### src/rtl/segment_click_control.sv
// Two-button click counter for a single seven-segment digit.
// Buttons are synchronized, debounced and edge-detected into clicks.
module segment_click_control #(
    parameter int DEBOUNCE_CYCLES = 125000,
    parameter int MAX_COUNT       = 9,
    parameter bit SEG_ACTIVE_LOW  = 1'b0
) (
    input  logic clk,
    input  logic rst,
    input  logic up,
    input  logic down,
    output logic out1,
    output logic out2,
    output logic out3,
    output logic out4,
    output logic out5,
    output logic out6,
    output logic out7
);

    localparam int CW = $clog2(DEBOUNCE_CYCLES + 1);
    localparam logic [CW-1:0] DB_LAST = CW'(DEBOUNCE_CYCLES - 1);
    localparam logic [3:0] MAXC = 4'(MAX_COUNT);
    localparam logic [6:0] SEG_ZERO = 7'b1111110;

    function automatic logic [6:0] decode(input logic [3:0] d);
        logic [6:0] s;
        case (d)
            4'h0:    s = 7'b1111110;
            4'h1:    s = 7'b0110000;
            4'h2:    s = 7'b1101101;
            4'h3:    s = 7'b1111001;
            4'h4:    s = 7'b0110011;
            4'h5:    s = 7'b1011011;
            4'h6:    s = 7'b1011111;
            4'h7:    s = 7'b1110000;
            4'h8:    s = 7'b1111111;
            4'h9:    s = 7'b1111011;
            4'ha:    s = 7'b1110111;
            4'hb:    s = 7'b0011111;
            4'hc:    s = 7'b1001110;
            4'hd:    s = 7'b0111101;
            4'he:    s = 7'b1001111;
            default: s = 7'b1000111;
        endcase
        return s;
    endfunction

    // bit 0 = up, bit 1 = down
    logic [1:0]    raw;
    logic [1:0]    sync1;
    logic [1:0]    sync2;
    logic [1:0]    db;
    logic [1:0]    db_prev;
    logic [1:0]    armed;
    logic [1:0]    click;
    logic [CW-1:0] db_cnt  [2];
    logic [CW-1:0] arm_cnt [2];
    logic [3:0]    count;
    logic [3:0]    count_next;
    logic [6:0]    seg;
    logic [6:0]    seg_next;

    assign raw = {down, up};

    // A button only becomes armed after a full debounce period of
    // confirmed release, so a press held through reset never clicks.
    always_ff @(posedge clk) begin
        if (!rst) begin
            sync1   <= '0;
            sync2   <= '0;
            db      <= '0;
            db_prev <= '0;
            armed   <= '0;
            for (int i = 0; i < 2; i++) begin
                db_cnt[i]  <= '0;
                arm_cnt[i] <= '0;
            end
        end else begin
            sync1   <= raw;
            sync2   <= sync1;
            db_prev <= db;
            for (int i = 0; i < 2; i++) begin
                if (sync2[i] != db[i]) begin
                    if (db_cnt[i] == DB_LAST) begin
                        db[i]     <= sync2[i];
                        db_cnt[i] <= '0;
                    end else begin
                        db_cnt[i] <= db_cnt[i] + CW'(1);
                    end
                end else begin
                    db_cnt[i] <= '0;
                end
                if (armed[i] || sync2[i] || db[i]) begin
                    arm_cnt[i] <= '0;
                end else if (arm_cnt[i] == DB_LAST) begin
                    armed[i] <= 1'b1;
                end else begin
                    arm_cnt[i] <= arm_cnt[i] + CW'(1);
                end
            end
        end
    end

    assign click = db & ~db_prev & armed;

    always_comb begin
        count_next = count;
        if (click[0] && !click[1]) begin
            count_next = (count >= MAXC) ? 4'd0 : count + 4'd1;
        end else if (click[1] && !click[0]) begin
            count_next = (count == 4'd0) ? MAXC : count - 4'd1;
        end
    end

    always_comb begin
        seg_next = decode(count);
        if (SEG_ACTIVE_LOW) begin
            seg_next = ~seg_next;
        end
    end

    always_ff @(posedge clk) begin
        if (!rst) begin
            count <= '0;
            seg   <= SEG_ACTIVE_LOW ? ~SEG_ZERO : SEG_ZERO;
        end else begin
            count <= count_next;
            seg   <= seg_next;
        end
    end

    assign {out1, out2, out3, out4, out5, out6, out7} = seg;

endmodule

### config.mk
export PLATFORM = sky130hd
export DESIGN_NAME = segment_click_control
export DESIGN_NICKNAME = d
export VERILOG_FILES = /design/src/rtl/segment_click_control.sv
export SDC_FILE = /design/constraint.sdc
export NUM_CORES = 1
export LEC_CHECK = 0
export BUFFER_PORTS_ARGS = -buffer_cell sky130_fd_sc_hd__buf_2
export CAP_MARGIN = 20
export CORE_ASPECT_RATIO = 2
export CORE_UTILIZATION = 55
export DETAILED_ROUTE_END_ITERATION = 6
export GPL_ROUTABILITY_DRIVEN = 0
export HOLD_SLACK_MARGIN = 0.12
export PLACE_DENSITY_LB_ADDON = 0.12
export SKIP_LAST_GASP = 1
export SYNTH_ARGS = -nofsm -noshare
export SYNTH_HDL_FRONTEND = slang
export SYNTH_SLANG_ARGS = --single-unit
### constraint.sdc
create_clock -name clk -period 5.9 [get_ports clk]
set_clock_uncertainty 0.05 [all_clocks]
set_input_delay 0.295 -clock clk [delete_from_list [all_inputs] [get_ports clk]]
set_output_delay 0.295 -clock clk [all_outputs]
set_load 0.03 [all_outputs]
==> metrics.yaml <==
timing:
  period_share: 0.426
  finalMaxSlewViolations: 0
  period_needed_ns: 2.51
  max_freq_mhz: 398
  final-setup-viol-count: 0
  finalSetupTns_ns: 0
  finalHoldViolCount: 0
  worst_hold_slack_ns: 0.235
  slew_headroom: 0.274
  fin_ws_ns: 3.39
  worstMarginPinSlew_ns: 1.08
  rsz0062_at_grt: "no"
grt:
  track_usage: 0.218
  grt_use_met3: 0.0431
  overflow: 0
  grt_max_degree: 22
  antenna_found_initial: 0
  first_global_vias: 3267
  use_met1: 0.249
  use_met2: 0.367
  busiest_layer: "met2"
  grt_pass1_wl_um: 15000
setup_path:
  required_ns: 5.90
  r2r_end: "arm_cnt[0][8]$_SDFFCE_PN0P_"
  r2r_start: "arm_cnt[0][0]$_SDFFCE_PN0P_"
  path_max_fanout: 16
  startpoint_type: "flip-flop"
  worstSetupEndpointType: "flip-flop"
  reg2reg_slack_ns: 3.39
  reg2regPathDepth: 5
  cp.arrival_ns: 2.51
  crit_type: "reg2reg"
die:
  initial_utilization: 0.563
  fp-row-count: 48
  die_area_um2: 9200
  pin_count: 11
  chipHeight_um: 135
  die_width_um: 68.3
  core_um2: 8590
cts:
  clk_path_buf_depth: 2
  cts_sinks: 89
  cts_tree: "yes"
  h-tree-depth: 3
  clkLatencyLatePin_ns: 0.34
  cts_setup_buffers: 0
  cts_root_buf: "clkbuf_16"
  cts_hold_buffers: 2
  cts_buffers: 9
  post_cts_resized: 0
  clk_pin_slew_ns: 0.06
place:
  post-dp-hpwl_um: 6450
  dpl.cell_count: 607
  portBuffers: 10
  preCtsSetupSlack_ns: 3.38
  place_area_um2: 5040
job:
  maxCapViolations: 0
yosys:
  async_flop_share: 0
  ys_ff_latch: 89
  synthAdderAreaFrac: 0.0362
  netlist_area_um2: 4840
  syn-instance-count: 484
  ys_warn_count: 0
  avgSynthCellArea_um2: 10.0
  ys_seq_area_frac: 0.509
  synth_top_family_by_area: "simple AND/OR/NAND/NOR gates"
  yosysUniqueCellTypes: 54
  synth_xor_area_frac: 0.103
  synthSimpleGateAreaFrac: 0.255
  synth-edff-count: 68
  synth-compound-area-share: 0.0548
  ys.flop_type: "edfxtp_1"
  synth.area.mux_share: 0.00646
route:
  routed_wirelength_um: 9190
  drc: 0
  firstDrtPassIters: 4
  ant_nets: 0
  drtIter0Drc: 200
  wire_per_inst_um: 14.7
  viasPerCell: 5.65
  dr_total_vias: 3531
power:
  p_total_mw: 1.29
  peakVddDrop_mv: 0.195
  powerDensity_nw_per_um2: 241
  power.leakage_nw: 1.78
min_path:
  worstHoldStart: "rst"
  min_path_type: "in2reg"
  min_path_cells: 2
  holdPathEnd: "seg[2]$_SDFF_PN1_"
run_status:
  outcome: "finished, final reports clean"
final_layout:
  diodes: 0
  instances_no_fill: 625
  areaGrowthSynthToFinish_pct: 10.4
  utilization: 0.622
  fin_nets: 538
  final_cell_mix: "nor2_1, edfxtp_1, xnor2_1, conb_1, nand2_1"
  drive_gt1_frac: 0.0571
  stdcell_area_um2: 5340
  final_common_cell: "nor2_1"
-- state kept, by name (all words and copies together) (netlist names) --
signal	flops
arm_cnt	34
db_cnt	34
seg	7
count	4
armed	2
db	2
db_prev	2
sync1	2
sync2	2
-- cell type report --
cell class / count / area, µm²
Inverter: 19 / 71.3
Multi-Input combinational cell: 389 / 2330
Clock inverter: 3 / 41.3
Sequential cell: 89 / 2460
Tap cell: 100 / 125
Timing Repair Buffer: 12 / 70.1
Clock buffer: 13 / 240
Fill cell: 711 / 3240
-- synth_stat cells (all sizes together), types with 3 or more instances --
| cell type | number | area [µm²] |
|---|---|---|
| nor4 | 24 | 163 |
| nor3 | 16 | 80.1 |
| dfxtp | 21 | 420 |
| edfxtp | 68 | 2040 |
| nand3 | 29 | 150 |
| nand4 | 15 | 109 |
| nor2b | 3 | 18.8 |
| or3 | 6 | 37.5 |
| a21oi | 11 | 55.1 |
| clkbuf | 13 | 50.0 |
| ha | 14 | 175 |
| o21ai | 11 | 55.1 |
| nand2 | 30 | 113 |
| buf | 7 | 45.0 |
| and2 | 7 | 43.8 |
| nor4b | 3 | 26.3 |
| nor2 | 86 | 323 |
| inv | 19 | 71.3 |
| xnor2 | 46 | 403 |
| or4 | 4 | 30.0 |
| nand2b | 4 | 25.0 |
| xor2 | 11 | 96.3 |
| o211ai | 3 | 27.5 |
-- where the power goes --
group | internal (mW) | switching, mW | total (mW)
logic | 0.0149 | 0.0248 | 0.0397
clock network | 0.327 | 0.219 | 0.546
registers | 0.686 | 0.0171 | 0.703
total | 1.03 | 0.260 | 1.29
-- kinds of logic after synthesis --
| kind of cell | Yosys count |
|---|---|
| simple gates | 241 |
| flops | 89 |
| xor+xnor | 57 |
| compound gates | 40 |
| buf+inv | 39 |
| fa+ha+maj | 14 |
| mux | 3 |
| other cells | 1 |
-- worst max-delay path by stage --
stage	startpoint	to	slack, ns	depth (start not counted)
2_1_floorplan	arm_cnt[1][9]$_SDFFCE_PN0P_	arm_cnt[1][0]$_SDFFCE_PN0P_	3.87	3
3_3_place_gp	arm_cnt[0][9]$_SDFFCE_PN0P_	arm_cnt[0][3]$_SDFFCE_PN0P_	3.46	4
3_5_place_dp	arm_cnt[0][9]$_SDFFCE_PN0P_	arm_cnt[0][8]$_SDFFCE_PN0P_	3.38	4
4_1_cts	arm_cnt[0][9]$_SDFFCE_PN0P_	arm_cnt[0][8]$_SDFFCE_PN0P_	3.37	4
5_1_grt	arm_cnt[0][0]$_SDFFCE_PN0P_	arm_cnt[0][8]$_SDFFCE_PN0P_	3.23	5
6_report	arm_cnt[0][0]$_SDFFCE_PN0P_	arm_cnt[0][8]$_SDFFCE_PN0P_	3.39	5
-- per-layer routing --
metal	wire length (µm)	share of wire
met5	0	0
met4	301	0.033
met3	243	0.026
met2	4980	0.54
met1	3670	0.40
-- critical path, cell delays in order (launching register included) --
cell      delay (ns)
edfxtp_1        0.37
ha_1            0.30
nand2_1         0.10
or3_1           0.39
o21ai_1         0.87
nor2_1          0.13
Power figures use the tool's default switching activity.
